<file path="config.mk">
export PLATFORM = sky130hd
export DESIGN_NAME = lab_ctrl_param
export DESIGN_NICKNAME = d
export VERILOG_FILES = /design/src/rtl/lab_ctrl_param.sv
export SDC_FILE = /design/constraint.sdc
export NUM_CORES = 1
export LEC_CHECK = 0
export CAP_MARGIN = 20
export CORE_MARGIN = 2
export CORE_UTILIZATION = 55
export CTS_BUF_LIST = sky130_fd_sc_hd__clkbuf_4 sky130_fd_sc_hd__clkbuf_8
export DETAILED_ROUTE_END_ITERATION = 16
export PLACE_DENSITY = 0.81
export SKIP_CTS_REPAIR_TIMING = 1
export SLEW_MARGIN = 30
export SYNTH_ARGS = -nofsm -noshare
export SYNTH_HDL_FRONTEND = slang
export SYNTH_SLANG_ARGS = --single-unit
</file>
<file path="constraint.sdc">
create_clock -name clk -period 3.8 [get_ports clk]
set_clock_uncertainty 0.1 [all_clocks]
set_input_delay 0.76 -clock clk [delete_from_list [all_inputs] [get_ports clk]]
set_output_delay 0.76 -clock clk [all_outputs]
set_load 0.02 [all_outputs]
</file>
<file path="src/rtl/lab_ctrl_param.sv">
// lab_ctrl_param: LAB-level control plane.
// Builds the shared 8-bit ALM control bus from the dedicated clock lanes and
// local interconnect, and picks the carry entering each carry group. The
// configuration is streamed into a shadow register and copied to the active
// register on commit, so a new frame can be loaded while the old one is live.
module lab_ctrl_param #(
    parameter int NUM_ALM         = 10,
    parameter int ALMS_PER_GROUP  = 5,
    parameter int NUM_LANES       = 6,
    parameter int CONFIG_W        = 1,
    localparam int NUM_GROUPS     = NUM_ALM / ALMS_PER_GROUP,
    localparam int SEL_W          = $clog2(NUM_LANES + 2),
    localparam int CONFIG_LEN     = NUM_GROUPS + 10 + 3 * SEL_W
) (
    input  logic                    clk,
    input  logic                    rst,
    input  logic [NUM_LANES-1:0]    dedicated_lane_lab_clocks,
    input  logic [6:0]              local_interconnect,
    output logic [7:0]              control_signals,
    input  logic                    carry_in,
    input  logic                    carry_in_previous_lab,
    input  logic [NUM_GROUPS-1:0]   group_carry_out,
    output logic [NUM_GROUPS-1:0]   group_carry_in,
    input  logic [CONFIG_W-1:0]     config_data,
    input  logic                    config_valid,
    output logic                    config_ready,
    input  logic                    config_commit,
    input  logic                    config_abort,
    output logic                    config_done,
    output logic                    config_err,
    output logic [CONFIG_LEN-1:0]   config_active
);

    // Width of the received-bit counter; it must be able to hold CONFIG_LEN.
    localparam int CNT_W = $clog2(CONFIG_LEN + 1);
    // Lowest index of the b3..b12 field inside a frame.
    localparam int B_LSB = 3 * SEL_W;

    // Configuration state
    logic [CONFIG_LEN-1:0] r_active;
    logic [CONFIG_LEN-1:0] r_shadow;
    logic [CNT_W-1:0]      r_bitCount;
    logic                  r_frameFull;
    logic                  r_done;
    logic                  r_err;

    // Loader helpers
    logic                  w_accept;
    logic                  w_commitOk;
    logic                  w_lastBeat;
    logic [CNT_W:0]        w_countSum;
    logic [CNT_W-1:0]      w_take;
    logic [CNT_W-1:0]      w_drop;
    logic [CONFIG_LEN-1:0] w_beatExt;
    logic [CONFIG_LEN-1:0] w_shadowNext;

    // Decoded fields of the active frame
    logic [NUM_GROUPS-1:0] w_carrySel;
    logic [12:3]           w_b;
    logic [SEL_W-1:0]      w_sel0;
    logic [SEL_W-1:0]      w_sel1;
    logic [SEL_W-1:0]      w_sel2;

    // Mux and inversion terms feeding the control bus
    logic w_m0, w_m1, w_m2, w_m3, w_m4;
    logic w_m5, w_m6, w_m7, w_m8, w_m9, w_m10, w_m11, w_m12;

    // The last group's carry-out continues to the next LAB, not into this block.
    logic w_unusedCarryOut;
    assign w_unusedCarryOut = group_carry_out[NUM_GROUPS-1];

    assign config_ready  = !rst && !r_frameFull;
    assign config_done   = r_done;
    assign config_err    = r_err;
    assign config_active = r_active;

    assign w_accept   = config_valid && config_ready;
    assign w_commitOk = config_commit && r_frameFull;

    // Frame layout: the first bit received ends up at the MSB.
    assign w_carrySel = r_active[CONFIG_LEN-1 -: NUM_GROUPS];
    assign w_b        = r_active[B_LSB + 9 : B_LSB];
    assign w_sel2     = r_active[3*SEL_W-1 -: SEL_W];
    assign w_sel1     = r_active[2*SEL_W-1 -: SEL_W];
    assign w_sel0     = r_active[SEL_W-1 : 0];

    // Clock-select mux: lanes first, then local[0], local[1], otherwise 0.
    function automatic logic laneMux(input logic [SEL_W-1:0]     sel,
                                     input logic [NUM_LANES-1:0] lanes,
                                     input logic [1:0]           locals);
        logic result;
        result = 1'b0;
        for (int i = 0; i < NUM_LANES; i++) begin
            if (sel == SEL_W'(i)) begin
                result = lanes[i];
            end
        end
        if (sel == SEL_W'(NUM_LANES)) begin
            result = locals[0];
        end
        if (sel == SEL_W'(NUM_LANES + 1)) begin
            result = locals[1];
        end
        return result;
    endfunction

    // Work out how many bits of this beat still fit in the frame; on the
    // closing beat only the top bits are kept and the low ones are dropped.
    always_comb begin
        w_countSum   = {1'b0, r_bitCount} + (CNT_W+1)'(CONFIG_W);
        w_lastBeat   = (w_countSum >= (CNT_W+1)'(CONFIG_LEN));
        w_take       = w_lastBeat ? (CNT_W'(CONFIG_LEN) - r_bitCount) : CNT_W'(CONFIG_W);
        w_drop       = CNT_W'(CONFIG_W) - w_take;
        w_beatExt    = CONFIG_LEN'(config_data);
        w_shadowNext = (r_shadow << w_take) | (w_beatExt >> w_drop);
    end

    // Loader and commit sequencing: abort beats commit, commit beats loading.
    always_ff @(posedge clk) begin
        if (rst) begin
            r_active    <= '0;
            r_shadow    <= '0;
            r_bitCount  <= '0;
            r_frameFull <= 1'b0;
            r_done      <= 1'b0;
        end else begin
            r_done <= 1'b0;
            if (config_abort) begin
                r_bitCount  <= '0;
                r_frameFull <= 1'b0;
            end else if (w_commitOk) begin
                r_active    <= r_shadow;
                r_done      <= 1'b1;
                r_bitCount  <= '0;
                r_frameFull <= 1'b0;
            end else if (w_accept) begin
                r_shadow    <= w_shadowNext;
                r_bitCount  <= w_lastBeat ? CNT_W'(CONFIG_LEN) : w_countSum[CNT_W-1:0];
                r_frameFull <= w_lastBeat;
            end
        end
    end

    // Sticky error: a commit arriving before the frame is complete.
    always_ff @(posedge clk) begin
        if (rst) begin
            r_err <= 1'b0;
        end else if (config_commit && !config_abort && !r_frameFull) begin
            r_err <= 1'b1;
        end
    end

    // Control bus: three lane muxes, two local overrides, optional inversions.
    always_comb begin
        w_m0  = laneMux(w_sel0, dedicated_lane_lab_clocks, local_interconnect[1:0]);
        w_m1  = laneMux(w_sel1, dedicated_lane_lab_clocks, local_interconnect[1:0]);
        w_m2  = laneMux(w_sel2, dedicated_lane_lab_clocks, local_interconnect[1:0]);
        w_m3  = w_b[3] ? local_interconnect[4] : w_m0;
        w_m4  = w_b[4] ? local_interconnect[2] : w_m0;
        w_m5  = w_m3 ^ w_b[5];
        w_m6  = w_m4 ^ w_b[6];
        w_m7  = local_interconnect[5] ^ w_b[7];
        w_m8  = local_interconnect[3] ^ w_b[8];
        w_m9  = w_m2 ^ w_b[9];
        w_m10 = w_m1 ^ w_b[10];
        w_m11 = w_m0 ^ w_b[11];
        w_m12 = local_interconnect[6] ^ w_b[12];
        control_signals = {w_m12, w_m11, w_m10, w_m9, w_m8, w_m7, w_m6, w_m5};
    end

    // Carry entry: each group takes the LAB carry-in or the ripple from below.
    always_comb begin
        group_carry_in    = '0;
        group_carry_in[0] = w_carrySel[0] ? carry_in : carry_in_previous_lab;
        for (int g = 1; g < NUM_GROUPS; g++) begin
            group_carry_in[g] = w_carrySel[g] ? carry_in : group_carry_out[g-1];
        end
    end

endmodule

</file>
==> metrics.md <==
| Metric | Value |
|---|---|
| Status | `finished clean` |
| Final hold vios | `0` |
| Die area | `7340 sq um` |
| Initial antenna violation count | `0` |
| Unrepaired setup endpoints after global routing | `no` |
| Max stage delay on crit path | `0.63 ns` |
| Vias | `3783` |
| Setup TNS | `0 ns` |
| Buffers on Ports | `55` |
| Largest net degree at the start of global routing | `37` |
| Sequential element share of the synthesized area | `0.273` |
| Mapped Cells | `461` |
| DR WL/cell | `19.6 um` |
| Total CTS buffers | `5` |
| P_leak | `1.41 nW` |
| Gp weighted congestion | `0.975` |
| Combinational group share of total power | `0.108` |
| Nets@finish | `520` |
| Critical Path RT | `2.94 ns` |
| Layout cells sized above 1 | `0.119` |
| Crit-path cells | `clkdlybuf4s50_1 > mux4_2 > mux2_2 > xor2_1 > clkdlybuf4s50_1` |
| Pre-Repair DR Iteration Count | `8` |
| Starting Density | `0.575` |
| TritonCTS clock tree | `done` |
| Critical Path Slowest Stage Cell | `clkdlybuf4s50_1` |
| Worst Setup Start Kind | `primary input` |
| Vias in the first global route | `3560` |
| Clk sinks | `50` |
| Worst Tran Pin Value | `a little over 0.8 ns` |
| # diodes | `0` |
| Ys async rst share | `0` |
| Slew Limit Headroom | `0.460` |
| Synth warnings | `0` |
| Fin crit share | `0.967` |
| Die Span Y | `85.7 um` |
| Fin crit period | `between 3 and 4 ns` |
| Post-route DRC | `0` |
| Hold crit path type | `flip-flop to flip-flop` |
| # setup viols final | `0` |
| Mapped cell area | `3670 sq um` |
| Most common cell after layout, fill and taps aside | `nand2_1` |
| Root Driver | `clkbuf_8` |
| H-tree depth | `2` |
| Max Slew Vio Count | `0` |
| Initial DRC Count | `430` |
| CP dominant cell by count | `clkdlybuf4s50_1` |
| Reg power frac | `0.538` |
| Fin area | `approximately 4300 sq um` |
| Clock Tree Buf Depth | `2` |
| Area after DPL | `4190 sq um` |
| Most frequent cells in the layout | `nand2_1, a21oi_1, clkdlybuf4s50_1` |
| CP endpoint kind | `primary output` |
| Syn nets | `slightly below 500` |
| Clock latency on the worst-skew pair | `0.32 ns` |
| Clock power share | `0.354` |
| Fmax achieved | `approximately 0.27 GHz` |
| Worst-path clk slew | `about 0.1 ns` |
| Post-synthesis register bit count | `50` |
| Peak supply drop | `0.161 mV` |
| Area grow syn2layout | `17.1%` |
| Global-route wire length before repair | `18.3 mm` |
| Pwr/cell area | `228 nW/um^2` |
| Pint | `0.728 mW` |
| Final HPWL DP | `8.08 mm` |
| Antenna viol nets, final | `0` |
| Vias per std cell | `6.61` |
| Core area | `6390 sq um` |
| Cell Rows | `29` |
| Switch share | `0.259` |
| Final wirelength | `11.2 mm` |
| Netlist cell types | `71` |
| Ys flop type | `dfxtp_1` |
| Switching pwr | `0.254 mW` |
| Die X | `85.7 um` |
| All-Layer GR Usage | `0.313` |
| Grt total ovfl | `0` |
| Critical setup path kind | `primary input to primary output` |
| Max-cap check violation count | `0` |
| CP arrival | `approximately 2.8 ns` |
| Worst-path fanout max | `3` |
| I/O pin total | `57` |
| Synthesized area per cell | `7.96 sq um` |
| EDFF count, synth | `0` |
==> layout make-up <==
type	count	area (sq um)
clock buffers	6	82.6
clock inverters	2	17.5
fillers	533	2090
inverters	6	22.5
multi-input cells	363	2430
flip-flops and latches	50	1000
well taps	77	96.3
repair buffers	68	653
==> metal layers <==
layer / GRT usage / vias to the layer above / routed length [um]
li1: - / 1764 / -
met5: 0 / - / 0
met3: 0.0847 / 36 / 1110
met1: 0.426 / 1747 / 4640
met4: 0.117 / 0 / 329
met2: 0.477 / 236 / 5130
==> sequential cells by signal, summed over array words and instances (netlist names), named ones only <==
name	count
r_frameFull	1
config_done	1
config_err	1
config_active	21
r_bitCount	5
r_shadow	20
==> power by group through the flow <==
stage	Clock [mW]	Combinational [mW]	Sequential, mW
global route	0.376	0.114	0.529
detailed placement	0	0.105	0.540
finish	0.347	0.107	0.528
global placement	0	0.103	0.540
floorplan	0	0.0593	0.540
CTS	0.352	0.106	0.528
==> per-stage QoR <==
step	power, mW	utilization	setup WS (ns)	cells	hold slack [ns]
floorplan	0.599	-	1.02	461	0.332
global placement	0.643	0.657	0.0693	564	0.359
detailed placement	0.646	0.657	0.0234	564	0.369
CTS	0.986	0.672	0.0250	572	0.385
global route	1.02	0.673	0.0997	572	0.408
finish	0.982	0.673	0.127	572	0.383
==> critical path: cells and delay by family <==
kind | cells | cell delay [ns]
xor+xnor | 1 | 0.17
buf+inv | 2 | 1.10
mux | 2 | 0.79
==> synthesized netlist by cell type, types with 6 or more instances <==
cell       n  area share
mux4_2     8       0.049
buf_4     13       0.027
a22oi_1    8       0.016
nor3_1     8       0.011
mux2_2     7       0.021
a31oi_1    7       0.012
xor2_1     7       0.017
a211oi_1   7       0.014
mux2i_1   23       0.063
o21ai_0    7      0.0095
clkbuf_1  20       0.020
nor2_1    48       0.049
dfxtp_1   50        0.27
xnor2_1    6       0.014
o22ai_1   10       0.017
nand2_1   73       0.075
inv_1      6      0.0061
a21oi_1   55       0.075
==> final timing paths <==
path                                start            endpoint  slack, ns  cells past startpoint
max          dedicated_lane_lab_clocks[2]  control_signals[6]       0.13                      5
min                     config_active[19]   config_active[19]       0.38                      2
max reg2reg                 r_bitCount[2]           flip-flop       0.44                      8
min reg2reg             config_active[19]   config_active[19]       0.38                      2
==> logic make-up (layout without fill, tap and decap cells) <==
kind of cell    count (synthesis)  after routing  synth area share
xor+xnor                       14             14            0.0355
simple gates                  167            167             0.210
fa+ha+maj                       3              3            0.0102
flops                          50             50             0.273
mux                            39             39             0.136
buf+inv                        48             82            0.0661
compound gates                140            140             0.269
Power figures use the tool's default switching activity.
